## src/rtl/wb_dbg_pkg.sv

```systemverilog
// Shared constants and types for the UART-to-Wishbone debug master.
package wb_dbg_pkg;

  localparam int unsigned WB_ADR_W = 32;
  localparam int unsigned WB_DAT_W = 32;
  localparam int unsigned WB_SEL_W = 4;

  localparam logic [7:0] CMD_RD    = 8'h52;
  localparam logic [7:0] CMD_WR    = 8'h57;
  localparam logic [7:0] RSP_RD_OK = 8'h72;
  localparam logic [7:0] RSP_WR_OK = 8'h77;
  localparam logic [7:0] RSP_ERR   = 8'h45;
  localparam logic [7:0] RSP_TMO   = 8'h54;

  typedef enum logic [2:0] {
    ST_IDLE,
    ST_ADDR,
    ST_DATA,
    ST_BUS_REQ,
    ST_BUS_WAIT,
    ST_RESP_HDR,
    ST_RESP_DATA
  } state_t;

  function automatic logic is_cmd(input logic [7:0] b);
    return (b == CMD_RD) || (b == CMD_WR);
  endfunction

endpackage

```

## src/rtl/wb_if.sv

```systemverilog
// Pipelined Wishbone bus bundle with master/slave views.
interface wb_if;
  logic [wb_dbg_pkg::WB_ADR_W-1:0] adr;
  logic [wb_dbg_pkg::WB_DAT_W-1:0] dat_m;
  logic [wb_dbg_pkg::WB_DAT_W-1:0] dat_s;
  logic                            we;
  logic [wb_dbg_pkg::WB_SEL_W-1:0] sel;
  logic                            cyc;
  logic                            stb;
  logic                            ack;
  logic                            err;
  logic                            stall;

  modport master (
    output adr, dat_m, we, sel, cyc, stb,
    input  dat_s, ack, err, stall
  );

  modport slave (
    input  adr, dat_m, we, sel, cyc, stb,
    output dat_s, ack, err, stall
  );
endinterface

```

## src/rtl/wb_uart_dbg_master.sv

```systemverilog
// UART byte-stream debug master: 'R'/'W' frames become single Wishbone cycles.
// Optional bus timeout enabled by macro WB_DBG_TIMEOUT_EN.
module wb_uart_dbg_master
  import wb_dbg_pkg::*;
#(
  parameter int unsigned TIMEOUT_CYCLES = 1023
) (
  input  logic       i_clk,
  input  logic       i_rst_n,
  input  logic [7:0] i_rx_data,
  input  logic       i_rx_stb,
  output logic [7:0] o_tx_data,
  output logic       o_tx_stb,
  input  logic       i_tx_busy,
  wb_if.master       wb,
  output logic       o_overrun
);

  state_t                r_state, w_state_nxt;
  logic [1:0]            r_cnt, w_cnt_d;
  logic                  r_we, w_we_d;
  logic [WB_ADR_W-1:0]   r_adr, w_adr_d;
  logic [WB_DAT_W-1:0]   r_dat_m, w_dat_m_d;
  logic [WB_DAT_W-1:0]   r_rdata, w_rdata_d;
  logic                  r_cyc, w_cyc_d;
  logic                  r_stb, w_stb_d;
  logic                  r_tx_stb, w_tx_stb_d;
  logic [7:0]            r_tx_data, w_tx_data_d;
  logic                  r_overrun, w_overrun_d;

  logic w_on_bus;
  logic w_timeout;
  logic w_done;
  logic w_tx_acc;
  logic w_last;

  assign w_on_bus = (r_state == ST_BUS_REQ) || (r_state == ST_BUS_WAIT);
  assign w_done   = w_on_bus && (wb.ack || wb.err || w_timeout);
  assign w_tx_acc = r_tx_stb && !i_tx_busy;
  assign w_last   = i_rx_stb && (r_cnt == 2'd3);

`ifdef WB_DBG_TIMEOUT_EN
  localparam logic [15:0] TMO_LAST = 16'(TIMEOUT_CYCLES - 1);
  logic [15:0] r_tmo;

  // Zero whenever off the bus, so every bus cycle starts counting from zero.
  always_ff @(posedge i_clk or negedge i_rst_n) begin
    if (!i_rst_n)      r_tmo <= '0;
    else if (!w_on_bus) r_tmo <= '0;
    else               r_tmo <= r_tmo + 16'd1;
  end

  assign w_timeout = w_on_bus && (r_tmo == TMO_LAST);
`else
  logic w_unused_tmo;
  assign w_unused_tmo = (TIMEOUT_CYCLES != 0);
  assign w_timeout    = 1'b0;
`endif

  always_ff @(posedge i_clk or negedge i_rst_n) begin
    if (!i_rst_n) r_state <= ST_IDLE;
    else          r_state <= w_state_nxt;
  end

  always_comb begin
    w_state_nxt = r_state;
    case (r_state)
      ST_IDLE:      if (i_rx_stb && is_cmd(i_rx_data)) w_state_nxt = ST_ADDR;
      ST_ADDR:      if (w_last) w_state_nxt = r_we ? ST_DATA : ST_BUS_REQ;
      ST_DATA:      if (w_last) w_state_nxt = ST_BUS_REQ;
      ST_BUS_REQ: begin
        if (w_done)         w_state_nxt = ST_RESP_HDR;
        else if (!wb.stall) w_state_nxt = ST_BUS_WAIT;
      end
      ST_BUS_WAIT:  if (w_done) w_state_nxt = ST_RESP_HDR;
      ST_RESP_HDR: begin
        if (w_tx_acc) w_state_nxt = (r_tx_data == RSP_RD_OK) ? ST_RESP_DATA : ST_IDLE;
      end
      ST_RESP_DATA: if (w_tx_acc && (r_cnt == 2'd3)) w_state_nxt = ST_IDLE;
      default:      w_state_nxt = ST_IDLE;
    endcase
  end

  always_comb begin
    w_cnt_d     = r_cnt;
    w_we_d      = r_we;
    w_adr_d     = r_adr;
    w_dat_m_d   = r_dat_m;
    w_rdata_d   = r_rdata;
    w_cyc_d     = r_cyc;
    w_stb_d     = r_stb;
    w_tx_stb_d  = r_tx_stb;
    w_tx_data_d = r_tx_data;
    w_overrun_d = 1'b0;
    case (r_state)
      ST_IDLE: begin
        if (i_rx_stb && is_cmd(i_rx_data)) begin
          w_we_d  = (i_rx_data == CMD_WR);
          w_cnt_d = 2'd0;
        end
      end
      ST_ADDR: begin
        if (i_rx_stb) begin
          w_adr_d = {i_rx_data, r_adr[WB_ADR_W-1:8]};
          w_cnt_d = 2'(r_cnt + 2'd1);
        end
        if (w_last && !r_we) begin
          w_cyc_d = 1'b1;
          w_stb_d = 1'b1;
        end
      end
      ST_DATA: begin
        if (i_rx_stb) begin
          w_dat_m_d = {i_rx_data, r_dat_m[WB_DAT_W-1:8]};
          w_cnt_d   = 2'(r_cnt + 2'd1);
        end
        if (w_last) begin
          w_cyc_d = 1'b1;
          w_stb_d = 1'b1;
        end
      end
      ST_BUS_REQ, ST_BUS_WAIT: begin
        w_overrun_d = i_rx_stb;
        if (w_done) begin
          // err outranks a simultaneous ack; timeout only when neither arrived
          w_cyc_d    = 1'b0;
          w_stb_d    = 1'b0;
          w_tx_stb_d = 1'b1;
          if (wb.err) begin
            w_tx_data_d = RSP_ERR;
          end else if (wb.ack) begin
            if (r_we) begin
              w_tx_data_d = RSP_WR_OK;
            end else begin
              w_tx_data_d = RSP_RD_OK;
              w_rdata_d   = wb.dat_s;
            end
          end else begin
            w_tx_data_d = RSP_TMO;
          end
        end else if ((r_state == ST_BUS_REQ) && !wb.stall) begin
          w_stb_d = 1'b0;
        end
      end
      ST_RESP_HDR: begin
        w_overrun_d = i_rx_stb;
        if (w_tx_acc) begin
          if (r_tx_data == RSP_RD_OK) begin
            w_tx_data_d = r_rdata[7:0];
            w_rdata_d   = {8'h00, r_rdata[WB_DAT_W-1:8]};
            w_cnt_d     = 2'd0;
          end else begin
            w_tx_stb_d = 1'b0;
          end
        end
      end
      ST_RESP_DATA: begin
        w_overrun_d = i_rx_stb;
        if (w_tx_acc) begin
          if (r_cnt == 2'd3) begin
            w_tx_stb_d = 1'b0;
          end else begin
            w_tx_data_d = r_rdata[7:0];
            w_rdata_d   = {8'h00, r_rdata[WB_DAT_W-1:8]};
            w_cnt_d     = 2'(r_cnt + 2'd1);
          end
        end
      end
      default: ;
    endcase
  end

  always_ff @(posedge i_clk or negedge i_rst_n) begin
    if (!i_rst_n) begin
      r_cnt     <= '0;
      r_we      <= 1'b0;
      r_adr     <= '0;
      r_dat_m   <= '0;
      r_rdata   <= '0;
      r_cyc     <= 1'b0;
      r_stb     <= 1'b0;
      r_tx_stb  <= 1'b0;
      r_tx_data <= '0;
      r_overrun <= 1'b0;
    end else begin
      r_cnt     <= w_cnt_d;
      r_we      <= w_we_d;
      r_adr     <= w_adr_d;
      r_dat_m   <= w_dat_m_d;
      r_rdata   <= w_rdata_d;
      r_cyc     <= w_cyc_d;
      r_stb     <= w_stb_d;
      r_tx_stb  <= w_tx_stb_d;
      r_tx_data <= w_tx_data_d;
      r_overrun <= w_overrun_d;
    end
  end

  assign wb.adr    = r_adr;
  assign wb.dat_m  = r_dat_m;
  assign wb.we     = r_we;
  assign wb.sel    = {WB_SEL_W{1'b1}};
  assign wb.cyc    = r_cyc;
  assign wb.stb    = r_stb;
  assign o_tx_data = r_tx_data;
  assign o_tx_stb  = r_tx_stb;
  assign o_overrun = r_overrun;

endmodule

```

## src/flat_wrapper.sv

```systemverilog
// flat-port wrapper written by rule: the top's interface ports become plain ports
module wb_uart_dbg_master_flat import wb_dbg_pkg::*;
#(
  parameter int unsigned TIMEOUT_CYCLES = 1023
)
  (i_clk, i_rst_n, i_rx_data, i_rx_stb, o_tx_data, o_tx_stb, i_tx_busy, o_overrun, wb_adr, wb_dat_m, wb_we, wb_sel, wb_cyc, wb_stb, wb_dat_s, wb_ack, wb_err, wb_stall);
  wb_if wb_i ();
  input  logic i_clk;
  input  logic i_rst_n;
  input  logic [7:0] i_rx_data;
  input  logic i_rx_stb;
  output logic [7:0] o_tx_data;
  output logic o_tx_stb;
  input  logic i_tx_busy;
  output logic o_overrun;
  output wire logic [$bits(wb_i.adr)-1:0] wb_adr;
  output wire logic [$bits(wb_i.dat_m)-1:0] wb_dat_m;
  output wire logic [$bits(wb_i.we)-1:0] wb_we;
  output wire logic [$bits(wb_i.sel)-1:0] wb_sel;
  output wire logic [$bits(wb_i.cyc)-1:0] wb_cyc;
  output wire logic [$bits(wb_i.stb)-1:0] wb_stb;
  input wire logic [$bits(wb_i.dat_s)-1:0] wb_dat_s;
  input wire logic [$bits(wb_i.ack)-1:0] wb_ack;
  input wire logic [$bits(wb_i.err)-1:0] wb_err;
  input wire logic [$bits(wb_i.stall)-1:0] wb_stall;
  assign wb_adr = wb_i.adr;
  assign wb_dat_m = wb_i.dat_m;
  assign wb_we = wb_i.we;
  assign wb_sel = wb_i.sel;
  assign wb_cyc = wb_i.cyc;
  assign wb_stb = wb_i.stb;
  assign wb_i.dat_s = wb_dat_s;
  assign wb_i.ack = wb_ack;
  assign wb_i.err = wb_err;
  assign wb_i.stall = wb_stall;
  wb_uart_dbg_master #(.TIMEOUT_CYCLES(TIMEOUT_CYCLES)) u_core (.i_clk(i_clk), .i_rst_n(i_rst_n), .i_rx_data(i_rx_data), .i_rx_stb(i_rx_stb), .o_tx_data(o_tx_data), .o_tx_stb(o_tx_stb), .i_tx_busy(i_tx_busy), .wb(wb_i), .o_overrun(o_overrun));
endmodule
```

## config.mk

```make
export PLATFORM = sky130hd
export DESIGN_NAME = wb_uart_dbg_master_flat
export DESIGN_NICKNAME = d
export VERILOG_FILES = /design/src/rtl/wb_dbg_pkg.sv /design/src/rtl/wb_if.sv /design/src/rtl/wb_uart_dbg_master.sv /design/src/flat_wrapper.sv
export SDC_FILE = /design/constraint.sdc
export NUM_CORES = 1
export LEC_CHECK = 0
export CAP_MARGIN = 10
export CORE_ASPECT_RATIO = 1.25
export CORE_UTILIZATION = 55
export CTS_BUF_LIST = sky130_fd_sc_hd__clkbuf_4
export DETAILED_ROUTE_END_ITERATION = 10
export HOLD_SLACK_MARGIN = 0.1
export PLACE_DENSITY = 0.95
export SYNTH_ARGS = -nofsm -noshare
export SYNTH_HDL_FRONTEND = slang
export SYNTH_SLANG_ARGS = --single-unit
export TNS_END_PERCENT = 20
```

## constraint.sdc

```tcl
create_clock -name i_clk -period 6.4 [get_ports i_clk]
set_input_delay 0.96 -clock i_clk [delete_from_list [all_inputs] [get_ports i_clk]]
set_output_delay 0.96 -clock i_clk [all_outputs]
set_load 0.02 [all_outputs]
```

==> reports/metrics.yaml, run 1 <==
status:
  status: "finished, final reports clean"
die:
  start_util: 0.570
  placementRows: 38
  fp.coreArea_mm2: 0.00875
  die_x_um: 87.2
  fp.dieH_um: 108
  die-area_mm2: 0.00945
  boundaryPins: 128
timing:
  fin_ws_ns: 3.56
  slew_viol_final: 0
  setup_viol: 0
  rsz0062_at_grt: "no"
  tightest_slew_ns: 1.09
  tns_ns: 0
  skew_ns: 0.0173
  hold_violations: 0
  slew_headroom: 0.273
  max_freq_mhz: 352
  post-route-period-util: 0.444
  finalCriticalPeriod_ns: 2.84
routing:
  routed_via_density: 5.54
  ant_nets: 0
  remaining_drc_errors: 0
  drt_first_pass_iters: 5
  wirelength_um: 11700
  drt_iter0_markers: 169
  routedWlPerCell_um: 17.3
  vias: 3748
clocking:
  cts_setup_buffers: 0
  cts_tree: "yes"
  htree_num_levels: 4
  cts.path.max_buffers: 2
  cts_sinks: 114
  post_cts_resize_count: 0
  insertion_delay_ns: 0.52
  cts_hold_buf: 0
  cts_root_buffer: "clkbuf_4"
  cts_buffers: 17
  clk_pin_slew_worst_paths_ns: 0.11
grt:
  antenna_found_initial: 0
  groute.usage.overall: 0.269
  overflow: 0
  grt_pass1_wl_um: 18800
  grt_max_degree: 68
  grt_pass1_vias: 3798
setup_path:
  end_kind: "flop"
  critPathRequiredTime_ns: 6.82
  critPathMaxFanout: 64
  start_kind: "input pin"
  crit_type: "in -> reg"
  arrival_ns: 3.27
layout:
  regArea_mm2: 0.00285
  area_growth_pct: 32.2
  multiInputGateArea_mm2: 0.00198
  antenna_cells: 0
  drive_gt1_frac: 0.212
  final_nets: 592
  final_util: 0.753
  num-fill-cells: 568
synth:
  synth_top_family_by_area: "multiplexers"
  synthesis.instances: 421
  synthTopCellsByCount: "dfrtp_1, mux2_2, nor2_1"
  synth-xor-area-share: 0.00176
  seq_area_frac_synth: 0.572
  post-synth-top-area-fraction: 0.572
  synth-simple-area-share: 0.0886
  syn_area_per_cell_um2: 11.8
  yosysWarnings: 0
  netlist_area_mm2: 0.00498
  synthArstFlopShare: 1.00
  ys.flop_type: "dfrtp_1"
  synth_top_area_cell: "dfrtp_1"
  synth_seq_cells: 114
  synthAdderAreaFrac: 0.00251
  synth_edf_count: 0
  synthDistinctLibCells: 45
  synth_compound_area_frac: 0.0916
  muxShareOfSynthArea: 0.207
  synth_most_common_cell: "dfrtp_1"
  synth_area_leaders: "dfrtp_1, mux2_2, a21oi_1"
place:
  dp_slack_ns: 3.26
  place.gp.congestion: 0.904
  hpwl_um: 8270
  portBuffers: 123
power_and_ir_drop:
  p_sw_w: 0.00135
  comb_power_share: 0.472
  ir_drop_mv: 0.290
  seqPwrFrac: 0.373
  pwr-share-clk: 0.155
  fin_total_pwr_w: 0.00350
  p_leak_nw: 2.92
  p_int_w: 0.00215
  swShare: 0.385
  powerDensity_mw_per_mm2: 531
hold_path:
  hold_class: "in -> async"
run:
  maxCapViolations: 0
-- power groups by stage --
stage	combinational [W]	clock, W	sequential [W]
2_1_floorplan	0.000769	0	0.00150
3_3_place_gp	0.00157	0	0.00128
3_5_place_dp	0.00164	0	0.00131
4_1_cts	0.00166	0.000554	0.00130
5_1_grt	0.00177	0.000587	0.00134
6_report	0.00165	0.000544	0.00131
-- cells in the final DEF (no fill, tap or decap), types with 2 or more instances in the layout --
master / synthesis / final
mux2_2: 74 / 74
dfrtp_1: 114 / 114
nand2b_1: 3 / 3
a21oi_1: 42 / 42
o22ai_1: 2 / 2
mux2_4: 2 / 2
clkinv_1: 1 / 4
mux2i_1: 17 / 17
a21boi_0: 3 / 3
or2_2: 3 / 3
clkdlybuf4s50_1: 0 / 122
o21ai_0: 17 / 17
clkinv_4: 0 / 2
nand3_1: 9 / 9
nor2b_1: 4 / 4
nor2_1: 48 / 46
inv_1: 14 / 14
bufinv_16: 0 / 3
a31oi_1: 3 / 3
clkinvlp_4: 0 / 2
nand2_1: 8 / 8
conb_1: 1 / 4
buf_4: 4 / 5
nor3b_1: 2 / 2
nor3_1: 2 / 2
clkbuf_4: 0 / 20
nand3b_1: 4 / 4
a221oi_1: 2 / 2
o32ai_1: 2 / 2
nor2_2: 0 / 2
-- final cells by class --
| class | count | area share |
|---|---|---|
| repair buffers | 127 | 0.191 |
| clock inverters | 11 | 0.0211 |
| inverters | 15 | 0.00855 |
| multi-input cells | 269 | 0.301 |
| flip-flops and latches | 114 | 0.433 |
| clock buffers | 20 | 0.0228 |
| well taps | 120 | 0.0228 |
-- routing by layer --
metal,vias up,GRT usage,wire length (um)
li1,1727,-,-
met3,33,0.0855,571
met2,147,0.465,6470
met5,-,0,0
met1,1841,0.297,4240
met4,0,0.138,431
-- logic make-up (layout without fill, tap and decap cells) --
kind of cell	Yosys count	count (layout)
flops	114	114
mux	93	93
simple gates	91	91
compound gates	79	79
buf+inv	41	173
fa+ha+maj	1	1
other cells	1	4
xor+xnor	1	1
-- through the flow --
stage	area [um2]	std cells	hold slack [ns]
finish	6590	676	0.432
detailed placement	6300	645	0.496
floorplan	5000	424	0.486
global route	6590	676	0.433
CTS	6590	676	0.434
global placement	6300	645	0.489
-- state kept, by name, indices dropped and copies added, names as in the netlist, 2 cells and up --
name	flops
u_core.o_tx_data	8
u_core.r_cnt	2
u_core.r_rdata	32
u_core.r_state	3
u_core.wb.adr	32
u_core.wb.dat_m	32
-- worst paths after layout --
kind,from,endpoint,slack [ns],depth (start not counted)
worst max-delay path,wb_ack,u_core.r_rdata[24]$_DFFE_PN0P_,3.56,7
worst min-delay path,i_rst_n,u_core.r_rdata[9]$_DFFE_PN0P_,0.43,1
worst max register to register,u_core.r_state[0]$_DFFE_PN0P_,u_core.o_tx_data[5]$_DFFE_PN0P_,3.93,5
worst min register to register,u_core.wb.dat_m[5]$_DFFE_PN0P_,u_core.wb.dat_m[5]$_DFFE_PN0P_,0.52,1
max in group asynchronous,i_rst_n,u_core.wb.dat_m[25]$_DFFE_PN0P_,4.72,2
min in group i_clk,u_core.wb.dat_m[5]$_DFFE_PN0P_,u_core.wb.dat_m[5]$_DFFE_PN0P_,0.52,1
-- critical path, stage by stage --
cell and delay (ns):
clkdlybuf4s50_1 0.54, nor3b_1 0.38, o21ai_0 0.25, a211oi_4 0.28, buf_4 0.50, nand3_1 0.17, o21ai_0 0.15
No activity file was read; power rests on OpenSTA's default activity.
==> inputs of run 2 (changes only) <==
CORE_UTILIZATION = 46   (was 55)
PLACE_DENSITY = 0.87   (was 0.95)
clock period = 2.4 ns   (was 6.4 ns; I/O delays follow)
==> run 2 against run 1 <==
Clock skew down 0.00077 ns. First-iteration DRC count up 44%. Critical path depth fell by 2. Design area is 2.8% higher. Clock-buffer cell count unchanged. Critical endpoint is now u_core.r_cnt[1]$_DFFE_PN0P_.
==> reports/metrics.yaml, run 2 (synthesis results as in run 1) <==
die:
  boundaryPins: 128
  fp.dieH_um: 118
  die_x_um: 95.1
  start_util: 0.472
  placementRows: 42
  fp.coreArea_mm2: 0.0106
  die-area_mm2: 0.0113
power_and_ir_drop:
  p_int_w: 0.00588
  swShare: 0.378
  ir_drop_mv: 0.801
  powerDensity_mw_per_mm2: 1400
  seqPwrFrac: 0.364
  comb_power_share: 0.484
  p_sw_w: 0.00358
  p_leak_nw: 3.01
  pwr-share-clk: 0.152
layout:
  final_nets: 607
  drive_gt1_frac: 0.231
  stdcell_count: 704
  regArea_mm2: 0.00285
  mostFrequentLayoutCells: "clkdlybuf4s50_1, dfrtp_1, mux2_2"
  antenna_cells: 0
  final_common_cell: "clkdlybuf4s50_1"
  area_growth_pct: 35.8
  multiInputGateArea_mm2: 0.00198
  num-fill-cells: 784
clocking:
  cts_hold_buf: 1
  cts_root_buffer: "clkbuf_4"
  htree_num_levels: 4
  cts_setup_buffers: 0
  cts_tree: "yes"
  post_cts_resize_count: 0
  clk_pin_slew_worst_paths_ns: 0.10
  cts_buffers: 17
  cts_sinks: 114
  insertion_delay_ns: 0.49
  cts.path.max_buffers: 2
timing:
  fin_ws_ns: 0.0547
  tightest_slew_ns: 0.613
  hold_violations: 0
  max_freq_mhz: 426
  setup_viol: 0
  finalCriticalPeriod_ns: 2.35
  slew_headroom: 0.590
  slew_viol_final: 0
  tns_ns: 0
  skew_ns: 0.0165
  rsz0062_at_grt: "no"
  post-route-period-util: 0.977
setup_path:
  arrival_ns: 2.73
  end_kind: "flop"
  crit_type: "reg -> reg"
  critPathMaxFanout: 3
  critPathRequiredTime_ns: 2.78
  rr_worst_depth: 5
  start_kind: "flop"
routing:
  ant_nets: 0
  wirelength_um: 11600
  drt_iter0_markers: 243
  routedWlPerCell_um: 16.5
  drt_first_pass_iters: 5
  remaining_drc_errors: 0
  routed_via_density: 5.37
  vias: 3779
hold_path:
  hold_class: "in -> async"
grt:
  groute.usage.overall: 0.224
  grt_pass1_wl_um: 19300
  antenna_found_initial: 0
  grt_pass1_vias: 3895
  grt_max_degree: 67
  overflow: 0
run:
  maxCapViolations: 0
place:
  portBuffers: 123
  post-place-cells: 671
  hpwl_um: 8380
  dp_slack_ns: 0.0866
  place.gp.congestion: 0.877
status:
  status: "finished, final reports clean"
## run 2: cell count changes in the layout (fill, tap and decap cells not counted)
| cell | previous run | this run |
|---|---|---|
| buf_4 | 5 | 15 |
| buf_12 | 0 | 4 |
| clkinv_1 | 4 | 5 |
| dlygate4sd3_1 | 0 | 1 |
| clkinvlp_4 | 2 | 1 |
| clkinv_2 | 1 | 2 |
## run 2: layer usage
layer / vias up / share of wire / routed length [um] / GRT usage
li1: 1757 / - / - / -
met1: 1850 / 0.39 / 4600 / 0.271
met2: 144 / 0.52 / 6090 / 0.371
met3: 28 / 0.053 / 613 / 0.0624
met4: 0 / 0.029 / 337 / 0.0947
met5: - / 0 / 0 / 0
## run 2: power by group through the flow
stage / clock [W] / sequential [W] / combinational, W
detailed placement: 0 / 0.00347 / 0.00457
global placement: 0 / 0.00340 / 0.00442
floorplan: 0 / 0.00399 / 0.00205
global route: 0.00155 / 0.00356 / 0.00492
CTS: 0.00146 / 0.00344 / 0.00460
finish: 0.00144 / 0.00344 / 0.00458
## run 2: worst paths after layout
kind,startpoint,to,slack (ns)
max,u_core.o_tx_data[3]$_DFFE_PN0P_,u_core.r_cnt[1]$_DFFE_PN0P_,0.05
min,i_rst_n,u_core.wb.adr[11]$_DFFE_PN0P_,0.32
max reg2reg,u_core.o_tx_data[3]$_DFFE_PN0P_,u_core.r_cnt[1]$_DFFE_PN0P_,0.05
min reg2reg,u_core.wb.adr[3]$_DFFE_PN0P_,u_core.wb.adr[3]$_DFFE_PN0P_,0.52
max in group asynchronous,i_rst_n,u_core.r_rdata[4]$_DFFE_PN0P_,1.43
min in group i_clk,wb_dat_s[25],u_core.r_rdata[25]$_DFFE_PN0P_,0.44
## run 2: cell type report
cell class,instances,share of cell area
tap,132,0.0244
clock buffer,20,0.0222
timing repair buffer,142,0.210
inverter,15,0.00832
clock inverter,12,0.0207
sequential,114,0.421
multi-input combinational,269,0.293
## run 2: metrics by stage
stage	total power [W]	instance area [um2]	utilization	hold WS, ns
final	0.00946	6770	0.641	0.318
after global routing	0.0100	6770	0.641	0.308
after CTS	0.00951	6770	0.641	0.285
after detailed placement	0.00804	6470	0.613	0.273
after global placement	0.00783	6470	0.613	0.274
after floorplan	0.00604	5000	-	0.0644
## run 2: worst max-delay path, cell delays in order (launching register included)
cell     delay, ns
dfrtp_1       0.41
or4b_1        0.57
o211a_1       0.28
or2_1         0.26
or3_4         0.42
mux2_4        0.31
==> inputs of run 3 (changes only) <==
PLACE_DENSITY = unset   (was 0.87)
PLACE_DENSITY_LB_ADDON = 0.25   (was unset)
==> run 3 against run 2 <==
Final cell count fell by 0.71%. Clock power down 19%. Core utilization down 0.83 points. Die area is the same. Largest power group unchanged.
==> reports/metrics.yaml, run 3 (synthesis results as in run 1) <==
setup_path:
  cp_slowest_cell: "or4b_1"
  max_stage_delay_ns: 0.54
  r2r_slack_ns: 0.08
  critPathRequiredTime_ns: 2.80
  arrival_ns: 2.72
  cp.buffers_inverters: 0
  reg2reg_from: "u_core.o_tx_data[3]$_DFFE_PN0P_"
  rr_worst_depth: 5
  crit_chain: "or4b_1 > o211a_1 > or2_1 > or3_4 > mux2_4"
  r2r_end: "u_core.r_cnt[0]$_DFFE_PN0P_"
  end_kind: "flop"
  crit_family: "simple AND/OR/NAND/NOR gates"
  crit_start: "u_core.o_tx_data[3]$_DFFE_PN0P_"
  start_kind: "flop"
  critPathMaxFanout: 3
  crit_type: "reg -> reg"
place:
  portBuffers: 123
  hpwl_um: 7630
  place.gp.congestion: 0.863
timing:
  finalCriticalPeriod_ns: 2.32
  slew_viol_final: 0
  tightest_slew_ns: 0.530
  hold_violations: 0
  max_freq_mhz: 430
  slew_headroom: 0.645
  rsz0062_at_grt: "no"
  tns_ns: 0
  setup_viol: 0
  post-route-period-util: 0.969
  skew_ns: 0.0131
  timing.hold.ws_ns: 0.269
power_and_ir_drop:
  p_leak_nw: 2.96
  p_int_w: 0.00552
  powerDensity_mw_per_mm2: 1350
  p_sw_w: 0.00351
  swShare: 0.389
  pwr-share-clk: 0.128
  comb_power_share: 0.495
  seqPwrFrac: 0.377
  ir_drop_mv: 0.558
clocking:
  cts_buffers: 17
  clk_pin_slew_worst_paths_ns: 0.11
  htree_num_levels: 4
  cts_root_buffer: "clkbuf_4"
  insertion_delay_ns: 0.52
  post_cts_resize_count: 0
  cts_hold_buf: 1
  cts_tree: "yes"
  cts.path.max_buffers: 2
  cts_sinks: 114
  cts_setup_buffers: 0
hold_path:
  hold_class: "in -> async"
die:
  fp.coreArea_mm2: 0.0106
  die_x_um: 95.1
  fp.dieH_um: 118
  die-area_mm2: 0.0113
  placementRows: 42
  start_util: 0.472
  boundaryPins: 128
layout:
  mostFrequentLayoutCells: "clkdlybuf4s50_1, dfrtp_1, mux2_2"
  drive_gt1_frac: 0.231
  area_growth_pct: 34.1
  final_util: 0.633
  final_nets: 602
  final_common_cell: "clkdlybuf4s50_1"
  antenna_cells: 0
grt:
  grt_pass1_wl_um: 17600
  grt_max_degree: 65
  antenna_found_initial: 0
  grt_pass1_vias: 3745
  groute.usage.overall: 0.205
  overflow: 0
routing:
  wirelength_um: 10700
  drt_iter0_markers: 172
  drt_first_pass_iters: 4
  vias: 3633
  routedWlPerCell_um: 15.2
  remaining_drc_errors: 0
  ant_nets: 0
  routed_via_density: 5.20
run:
  maxCapViolations: 0
status:
  status: "finished, final reports clean"
[run 3: worst reg2reg max path: cells and delay by family (launching register included)]
family             cells  cell delay [ns]
and+or+nand+nor        3             1.22
AOI/OAI and AO/OA      1             0.28
muxes                  1             0.31
DFF                    1             0.41
[run 3: cell type report]
| class | instances | area, um2 |
|---|---|---|
| clock buffers | 18 | 135 |
| clock inverters | 14 | 92.6 |
| fillers | 866 | 3880 |
| inverters | 15 | 56.3 |
| multi-input cells | 269 | 1980 |
| flip-flops and latches | 114 | 2850 |
| well taps | 132 | 165 |
| repair buffers | 137 | 1400 |
[run 3: power groups by stage]
stage               registers [W]  clock network (W)  logic (W)
floorplan                 0.00399                  0    0.00205
global placement          0.00340                  0    0.00439
detailed placement        0.00345                  0    0.00450
CTS                       0.00341            0.00120    0.00451
global route              0.00354            0.00126    0.00483
finish                    0.00340            0.00116    0.00447
[run 3: per-stage QoR]
stage | cells | power [W] | setup WS [ns] | cell area (um2)
5_1_grt | 699 | 0.00963 | 0.0400 | 6680
2_1_floorplan | 424 | 0.00604 | 0.127 | 5000
4_1_cts | 699 | 0.00912 | 0.0845 | 6680
3_5_place_dp | 666 | 0.00795 | -0.0630 | 6440
6_report | 699 | 0.00903 | 0.0753 | 6680
3_3_place_gp | 666 | 0.00779 | 0.0141 | 6440
[run 3: how the worst max path moves through the flow]
stage | end | slack [ns] | cells past startpoint
3_3_place_gp | u_core.r_cnt[1]$_DFFE_PN0P_ | 0.01 | 6
5_1_grt | u_core.r_cnt[0]$_DFFE_PN0P_ | 0.04 | 5
3_5_place_dp | u_core.r_cnt[0]$_DFFE_PN0P_ | -0.06 | 6
6_report | u_core.r_cnt[0]$_DFFE_PN0P_ | 0.08 | 5
2_1_floorplan | u_core.r_cnt[0]$_DFFE_PN0P_ | 0.13 | 5
4_1_cts | u_core.r_cnt[0]$_DFFE_PN0P_ | 0.08 | 5
[run 3: routing by layer]
metal,vias up,routed length [um],global-route usage,part of all wire
met3,23,731,0.0766,0.069
li1,1732,-,-,-
met5,-,0,0,0
met4,0,286,0.0975,0.027
met1,1752,4400,0.250,0.41
met2,126,5230,0.317,0.49
